**src/rtl/spi_seq_pkg.sv**
```systemverilog
// Shared encodings for the SPI frame sequencer: FSM state codes, mode values
// and a small constant helper used when sizing the phase timer.
package spi_seq_pkg;

    localparam logic [2:0] ST_IDLE  = 3'd0;
    localparam logic [2:0] ST_CONV  = 3'd1;
    localparam logic [2:0] ST_LEAD  = 3'd2;
    localparam logic [2:0] ST_SCK_A = 3'd3;
    localparam logic [2:0] ST_SCK_B = 3'd4;
    localparam logic [2:0] ST_TAIL  = 3'd5;
    localparam logic [2:0] ST_DONE  = 3'd6;

    localparam logic MODE_ADC = 1'b0;
    localparam logic MODE_AMP = 1'b1;

    function automatic int max2(input int a, input int b);
        return (a > b) ? a : b;
    endfunction

endpackage

```
**src/rtl/spi_phase_timer.sv**
```systemverilog
// Loadable down-counter that measures how long each sequencer phase lasts.
// Loading N makes o_expire rise during the N-th cycle after the load edge,
// for exactly one cycle, unless the counter is reloaded first.
module spi_phase_timer #(
    parameter int W = 2
) (
    input  logic         clk,
    input  logic         rst,
    input  logic         i_load,
    input  logic [W-1:0] i_load_val,
    output logic         o_expire
);

    logic [W-1:0] r_cnt;
    logic         r_run;

    // Count down from load value minus one; the run flag makes expire a single pulse.
    always_ff @(posedge clk or posedge rst) begin
        if (rst) begin
            r_cnt <= '0;
            r_run <= 1'b0;
        end else if (i_load) begin
            r_cnt <= i_load_val - W'(1);
            r_run <= 1'b1;
        end else if (r_run) begin
            if (r_cnt == '0) begin
                r_run <= 1'b0;
            end else begin
                r_cnt <= r_cnt - W'(1);
            end
        end
    end

    assign o_expire = r_run && (r_cnt == '0);

endmodule

```
**src/rtl/spi_frame_sequencer.sv**
```systemverilog
// SPI frame sequencer: per accepted start, optionally pulses the ADC convert
// strobe, then frames DATA_W SCK cycles under one chip select with load and
// shift strobes for the external shift registers, and finally pulses done.
// Every output is decoded from registered state, so no output glitches.
module spi_frame_sequencer
    import spi_seq_pkg::*;
#(
    parameter int   CLK_DIV     = 2,
    parameter int   DATA_W      = 8,
    parameter int   N_CH        = 2,
    parameter int   CONV_CYCLES = 2,
    parameter logic CPOL        = 1'b0,
    localparam int  CH_W        = (N_CH > 1) ? $clog2(N_CH) : 1,
    localparam int  BIT_W       = $clog2(DATA_W + 1)
) (
    input  logic             clk,
    input  logic             rst,
    input  logic             start,
    input  logic             mode,
    input  logic [CH_W-1:0]  ch_sel,
    output logic             busy,
    output logic             adc_conv,
    output logic             spi_sck,
    output logic [N_CH-1:0]  spi_cs_n,
    output logic             load,
    output logic             shift_en,
    output logic [BIT_W-1:0] bit_idx,
    output logic             done
);

    localparam int TMR_W = $clog2(max2(CLK_DIV, CONV_CYCLES)) + 1;

    logic [2:0]       r_state;
    logic [2:0]       w_state_next;
    logic             r_mode;
    logic [CH_W-1:0]  r_ch;
    logic [BIT_W-1:0] r_bit_idx;
    logic             r_load;
    logic             r_shift_en;
    logic             w_tmr_load;
    logic [TMR_W-1:0] w_tmr_val;
    logic             w_tmr_expire;
    logic             w_accept;
    logic             w_enter_sck_a;
    logic             w_cs_active;

    assign w_accept      = (r_state == ST_IDLE) && start;
    assign w_enter_sck_a = (w_state_next == ST_SCK_A) && (r_state != ST_SCK_A);

    spi_phase_timer #(
        .W (TMR_W)
    ) u_timer (
        .clk        (clk),
        .rst        (rst),
        .i_load     (w_tmr_load),
        .i_load_val (w_tmr_val),
        .o_expire   (w_tmr_expire)
    );

    // State register.
    always_ff @(posedge clk or posedge rst) begin
        if (rst) begin
            r_state <= ST_IDLE;
        end else begin
            r_state <= w_state_next;
        end
    end

    // Next-state logic; every timed phase reloads the timer as it is entered.
    always_comb begin
        w_state_next = r_state;
        w_tmr_load   = 1'b0;
        w_tmr_val    = TMR_W'(CLK_DIV);
        case (r_state)
            ST_IDLE: begin
                if (start) begin
                    w_tmr_load = 1'b1;
                    if (mode == MODE_AMP) begin
                        w_state_next = ST_LEAD;
                    end else begin
                        w_state_next = ST_CONV;
                        w_tmr_val    = TMR_W'(CONV_CYCLES);
                    end
                end
            end
            ST_CONV: begin
                if (w_tmr_expire) begin
                    w_state_next = ST_LEAD;
                    w_tmr_load   = 1'b1;
                end
            end
            ST_LEAD: begin
                if (w_tmr_expire) begin
                    w_state_next = ST_SCK_A;
                    w_tmr_load   = 1'b1;
                end
            end
            ST_SCK_A: begin
                if (w_tmr_expire) begin
                    w_state_next = ST_SCK_B;
                    w_tmr_load   = 1'b1;
                end
            end
            ST_SCK_B: begin
                if (w_tmr_expire) begin
                    w_tmr_load   = 1'b1;
                    w_state_next = (r_bit_idx == BIT_W'(DATA_W)) ? ST_TAIL : ST_SCK_A;
                end
            end
            ST_TAIL: begin
                if (w_tmr_expire) begin
                    w_state_next = ST_DONE;
                end
            end
            ST_DONE: begin
                w_state_next = ST_IDLE;
            end
            default: begin
                w_state_next = ST_IDLE;
            end
        endcase
    end

    // Frame context and strobes: latch mode/channel on accept, count sample edges.
    always_ff @(posedge clk or posedge rst) begin
        if (rst) begin
            r_mode     <= MODE_ADC;
            r_ch       <= '0;
            r_bit_idx  <= '0;
            r_load     <= 1'b0;
            r_shift_en <= 1'b0;
        end else begin
            r_load     <= w_accept;
            r_shift_en <= w_enter_sck_a;
            if (w_accept) begin
                r_mode    <= mode;
                r_ch      <= ch_sel;
                r_bit_idx <= '0;
            end else if (w_enter_sck_a && (r_bit_idx != BIT_W'(DATA_W))) begin
                r_bit_idx <= r_bit_idx + BIT_W'(1);
            end
        end
    end

    // Output decode from registered state.
    always_comb begin
        busy        = (r_state != ST_IDLE);
        adc_conv    = (r_state == ST_CONV) && (r_mode == MODE_ADC);
        spi_sck     = (r_state == ST_SCK_A) ? ~CPOL : CPOL;
        load        = r_load;
        shift_en    = r_shift_en;
        bit_idx     = r_bit_idx;
        done        = (r_state == ST_DONE);
        w_cs_active = (r_state == ST_LEAD) || (r_state == ST_SCK_A) ||
                      (r_state == ST_SCK_B) || (r_state == ST_TAIL);
    end

    // One chip select per slave; out-of-range channel numbers leave all high.
    genvar gi;
    generate
        for (gi = 0; gi < N_CH; gi++) begin : g_cs
            assign spi_cs_n[gi] = ~(w_cs_active && (r_ch == CH_W'(gi)));
        end
    endgenerate

endmodule
```
**config.mk**
```make
export PLATFORM = sky130hd
export DESIGN_NAME = spi_frame_sequencer
export DESIGN_NICKNAME = d
export VERILOG_FILES = /design/src/rtl/spi_seq_pkg.sv /design/src/rtl/spi_phase_timer.sv /design/src/rtl/spi_frame_sequencer.sv
export SDC_FILE = /design/constraint.sdc
export NUM_CORES = 1
export LEC_CHECK = 0
export CAP_MARGIN = 20
export CORE_MARGIN = 4
export CORE_UTILIZATION = 48
export CTS_BUF_LIST = sky130_fd_sc_hd__clkbuf_4
export DETAILED_ROUTE_END_ITERATION = 10
export HOLD_SLACK_MARGIN = 0.03
export PLACE_DENSITY = 0.74
export SLEW_MARGIN = 20
export SYNTH_ARGS = -nofsm -noshare
export SYNTH_HDL_FRONTEND = slang
export SYNTH_SLANG_ARGS = --single-unit
```
**constraint.sdc**
```tcl
create_clock -name clk -period 1.9 [get_ports clk]
set_clock_uncertainty 0.1 [all_clocks]
set_input_delay 0.285 -clock clk [delete_from_list [all_inputs] [get_ports clk]]
set_output_delay 0.285 -clock clk [all_outputs]
set_load 0.02 [all_outputs]
```
Yosys cells after proc, flatten, opt, wreduce, memory -nomap -nowiden
Cells that the tools add are included.
{"block": "classes", "n_mux": 21, "n_eq_ne": 11, "bitwise_logic": 4, "addsub": 2, "n_reduce_logical": 17}
{"op": "$mux 3", "n": 7}
{"op": "$pmux 3 s6", "n": 1}
{"op": "$eq 3x2->1 const B", "n": 3}
{"op": "$eq 3x3->1 const B", "n": 3}
{"op": "$mux 2", "n": 4}
{"op": "$mux 4", "n": 2}
{"op": "$logic_and 1x1->1", "n": 7}
{"op": "$mux 1", "n": 6}
{"op": "$add 4x1->4 const B", "n": 1}
{"op": "$eq 4x4->1 const B", "n": 1}
{"op": "$ne 4x4->1 const B", "n": 1}
{"op": "$not 1->1", "n": 4}
{"op": "$reduce_bool 2->1", "n": 2}
{"op": "$reduce_or 4->1", "n": 1}
{"op": "$eq 3x1->1 const B", "n": 1}
{"op": "$logic_not 3->1", "n": 1}
{"op": "$logic_or 1x1->1", "n": 3}
{"op": "$ne 3x2->1 const B", "n": 1}
{"op": "$reduce_bool 3->1", "n": 1}
{"op": "$logic_not 2->1", "n": 1}
{"op": "$ne 2x1->1 const B", "n": 1}
{"op": "$pmux 1 s2", "n": 1}
{"op": "$reduce_and 2->1", "n": 1}
{"op": "$sub 2x1->2 const B", "n": 1}
{"block": "totals", "output_inout_bits": 12, "in_bits": 5, "regBits": 14, "elab_cells": 63}

Logic depth before layout (Yosys ltp)
{"block": "depth", "word_depth": 9, "mapped_depth": 8, "mapped_depth_nobuf": 8}

Cells and area by module
Synthesis repeated with hierarchy kept, for this count alone.
{"block": "hier_totals", "hier_cells": 98, "area_unflattened_um2": 917.1}
{"mod": "spi_frame_sequencer", "instances": 1, "area_per_inst_um2": 770.7, "seq_area_each_um2": 275.3, "cells_each": 83}
{"mod": "spi_phase_timer", "instances": 1, "area_per_inst_um2": 146.4, "seq_area_each_um2": 75.1, "cells_each": 15}

Worst setup path before layout
No wires, ideal clock.
{"block": "synth_timing", "kind": "register to register", "start": "reg r_bit_idx[0], in the netlist bit_idx[0]", "end": "reg r_bit_idx[3], in the netlist bit_idx[3]", "required_time_ns": 1.675, "n_path_buf": 0, "arrival_ns": 1.728, "setup_slack_ns": -0.053, "path_stages_with_launch": 9, "path_cell_list": "dfrtp_1 -> inv_1 -> ha_1 -> and3b_1 -> a221oi_2 -> nand2_2 -> nor3_4 -> nand3b_1 -> nand3_1"}
{"block": "synth_via", "elab_chain_cells": 8}
{"element": "start: declaration", "line_no": "spi_frame_sequencer.sv:37", "rtl": "logic [BIT_W-1:0] r_bit_idx;"}
{"element": "start signal: assignment", "line_no": "spi_frame_sequencer.sv:140", "rtl": "r_bit_idx <= r_bit_idx + BIT_W'(1);"}
{"element": "$eq 4x4->1", "line_no": "spi_frame_sequencer.sv:107", "rtl": "w_state_next = (r_bit_idx == BIT_W'(DATA_W)) ? ST_TAIL : ST_SCK_A;"}
{"element": "$mux 3", "line_no": "spi_frame_sequencer.sv:107"}
{"element": "$mux 3", "line_no": "spi_frame_sequencer.sv:105", "rtl": "if (w_tmr_expire) begin"}
{"element": "$pmux 3 s6", "line_no": "spi_frame_sequencer.sv:74", "rtl": "case (r_state)"}
{"element": "$eq 3x2->1", "line_no": "spi_frame_sequencer.sv:48", "rtl": "assign w_enter_sck_a = (w_state_next == ST_SCK_A) && (r_state != ST_SCK_A);"}
{"element": "$logic_and 1x1->1", "line_no": "spi_frame_sequencer.sv:48"}
{"element": "$logic_and 1x1->1", "line_no": "spi_frame_sequencer.sv:139", "rtl": "end else if (w_enter_sck_a && (r_bit_idx != BIT_W'(DATA_W))) begin"}
{"element": "$reduce_bool 2->1 (no line)"}
Several ways; a longest one is shown, not always the timed one. The select of a mux whose other input is x is not followed.
A chain may end at the register's enable or synchronous reset.

Final worst setup path
{"block": "layout_timing", "start": "reg r_bit_idx[1], in the netlist bit_idx[1]", "end": "reg r_bit_idx[3], in the netlist bit_idx[3]"}
The elaborated chain is that of the path after synthesis.

==> results <==
layer usage:
metal	global-route usage, %	routed length, microns
met1	22.95	977
met4	5.677	50
met3	4.082	147
met2	30.08	1122
met5	0	0
worst max-delay path, stage by stage (launching register included):
cell and delay [ns]:
dfrtp_2 0.38, inv_2 0.05, ha_4 0.15, and3b_2 0.25, a221oi_4 0.25, nand2_2 0.13, nor3_4 0.21, nand3b_1 0.15
nand3_1 0.07
state kept, by name, summed over array words and instances, names as in the netlist:
name and flops:
u_timer.r_cnt 2, shift_en 1, r_state 3, bit_idx 4, u_timer.r_run 1, r_ch 1
load 1, r_mode 1
path summary, 6_finish.rpt:
path                       startpoint               end  cells after the start
max reg2reg                bit_idx[1]        bit_idx[3]                      8
min                               rst  u_timer.r_cnt[1]                      2
min in group clk                 r_ch              r_ch                      2
max in group asynchronous         rst        r_state[2]                      2
max                        bit_idx[1]        bit_idx[3]                      8
min reg2reg                      r_ch              r_ch                      2
cells in the mapped netlist, types with 2 or more instances:
master,instances
a21oi_1,2
and3b_1,2
buf_6,2
dfrtp_1,14
ha_1,4
inv_1,9
mux2i_1,2
nand2_1,16
nand2_2,2
nand2b_1,2
nand3_1,4
nor2_1,5
nor2b_1,2
o211a_1,2
o21ai_0,2
o31ai_1,3
layout make-up:
| type | count | area, sq um |
|---|---|---|
| inverters | 9 | 33.78 |
| well taps | 25 | 31.28 |
| clock inverters | 1 | 3.754 |
| flip-flops and latches | 14 | 355.3 |
| repair buffers | 39 | 331.6 |
| multi-input cells | 70 | 575.6 |
| fillers | 126 | 410.4 |
| clock buffers | 3 | 22.52 |
through the flow:
| stage | power, W | setup WS [ns] | area, sq um | setup TNS [ns] |
|---|---|---|---|---|
| floorplan | 0.001461 | 0.02526 | 907.1 | 0 |
| finish | 0.002368 | 0.05234 | 1354 | 0 |
| global route | 0.002562 | -0.07769 | 1354 | -0.2039 |
| detailed placement | 0.001957 | -0.09157 | 1184 | -0.1726 |
| CTS | 0.002185 | -0.03120 | 1252 | -0.06177 |
| global placement | 0.001917 | -0.03093 | 1184 | -0.05773 |
logic make-up (layout without fill, tap and decap cells):
| group | Yosys count | in the layout | synth area share [%] |
|---|---|---|---|
| flip-flops | 14 | 14 | 38.73 |
| buffers and inverters | 12 | 52 | 6.776 |
| AO/OA/AOI/OAI | 18 | 18 | 17.84 |
| adder cells (fa/ha/maj) | 4 | 4 | 5.533 |
| multiplexers | 2 | 2 | 2.213 |
| AND/OR/NAND/NOR | 45 | 45 | 27.94 |
| XOR/XNOR | 1 | 1 | 0.9684 |
repair_timing:
item / CTS / global route
buffers inserted: 2 / 5
setup endpoints to repair: 9 / 7
cloned: 0 / 1
pin swaps: 4 / 9
gates resized for setup: 16 / 11
hold buffers: 0 / 0
endpoints found under the hold margin: 0 / 0
where the power goes:
group,leakage [nW],internal [W],switching (W)
registers,0.171,0.000434,0.000149
clock network,0.0154,0.0000764,0.000104
logic,0.462,0.000780,0.000825
==> flow_summary.ini <==
[logic_synthesis]
syn-num-nets = 105
synth.distinct_cells = 39
avgSynthCellArea_sq_um = 9.423
synth-seq-area-share_pct = 38.73
yosys_register_bits = 14
yosys-top-cells-area = dfrtp_1 39%, nand2_1 6.6%, ha_1 5.5%, inv_1 3.7%, buf_6 2.5%
synth_edf_count = 0
synth_largest_area_cell = dfrtp_1
synthArstFlopShare_pct = 100.0
syn_inst = 96
ys_warn_count = 0
synth_top_cell_area_share_pct = 38.73
synthesis.area_sq_um = 904.6
synth_ff_type = dfrtp_1

[floorplanning]
dieArea_sq_mm = 0.002643
coreArea_sq_mm = 0.001764
start_util_pct = 51.28
dieHeight_microns = 51.41
row_count = 15
ios = 17
dieWidth_microns = 51.41

[route]
wire_per_inst_microns = 14.27
via_count = 858
drtPass1Iterations = 4
final_antenna_net_count = 0
drtIter0Drc = 25
drc_errors = 0
routed_wl_microns = 2297
drt-vias-per-instance = 5.329

[clock_network]
clk_path_buf_depth = 2
numCtsBuffers = 3
root_buffer = clkbuf_4
clkSlewWorstSetupHoldPaths_ns = 0.09
htree_levels = 1
cts_sinks = 14
cts_tree = yes
clk_latency_ns = 0.29

[critical_path]
reg2reg_slack_ns = 0.05
end_kind = flop
cp-start-kind = flop
cp.required_ns = 1.98
critPathArrivalTime_ns = 1.93
path_class = flop to flop
critPathMaxFanout = 5

[layout]
fin_cells = 161
drive_above_1_share_pct = 38.24
mostFrequentLayoutCells = 20 x buf_4, 16 x nand2_1, 10 x dfrtp_1, 10 x clkdlybuf4s50_1, 6 x inv_1
area_growth_pct = 49.65
diodes = 0
fin_nets = 146
final_util_pct = 76.74
layout_commonest_cell = buf_4

[grt]
grt_pass1_vias = 769
overflow = 0
antenna_found_initial = 0
grtUsageTotal_pct = 18.04
grt_max_degree = 15
grt_pass1_wl_microns = 3574

[place]
place_inst = 149
place_congestion = 0.8352
place_hpwl_microns = 1550
io_buffers = 16

[job]
drv_cap = 0

[power]
p_per_area_mw_per_mm2 = 1749
leakagePower_nw = 0.6485
peakVddDrop_mv = 1.052

[timing]
fmax_mhz = 541.2
setup_viol = 0
hold_viol = 0
final.period_utilization_pct = 97.25
worst_slew_pin_slew_ns = 0.5366
post-route-min-period_ns = 1.848
rsz0062_at_grt = yes
slew_headroom_pct = 64.19
drv_slew = 0
whs_ns = 0.2260

[min_path]
hp-class = primary input to asynchronous set/reset pin

[status]
status = completed
Note: power is estimated with default switching activity, not from simulation.
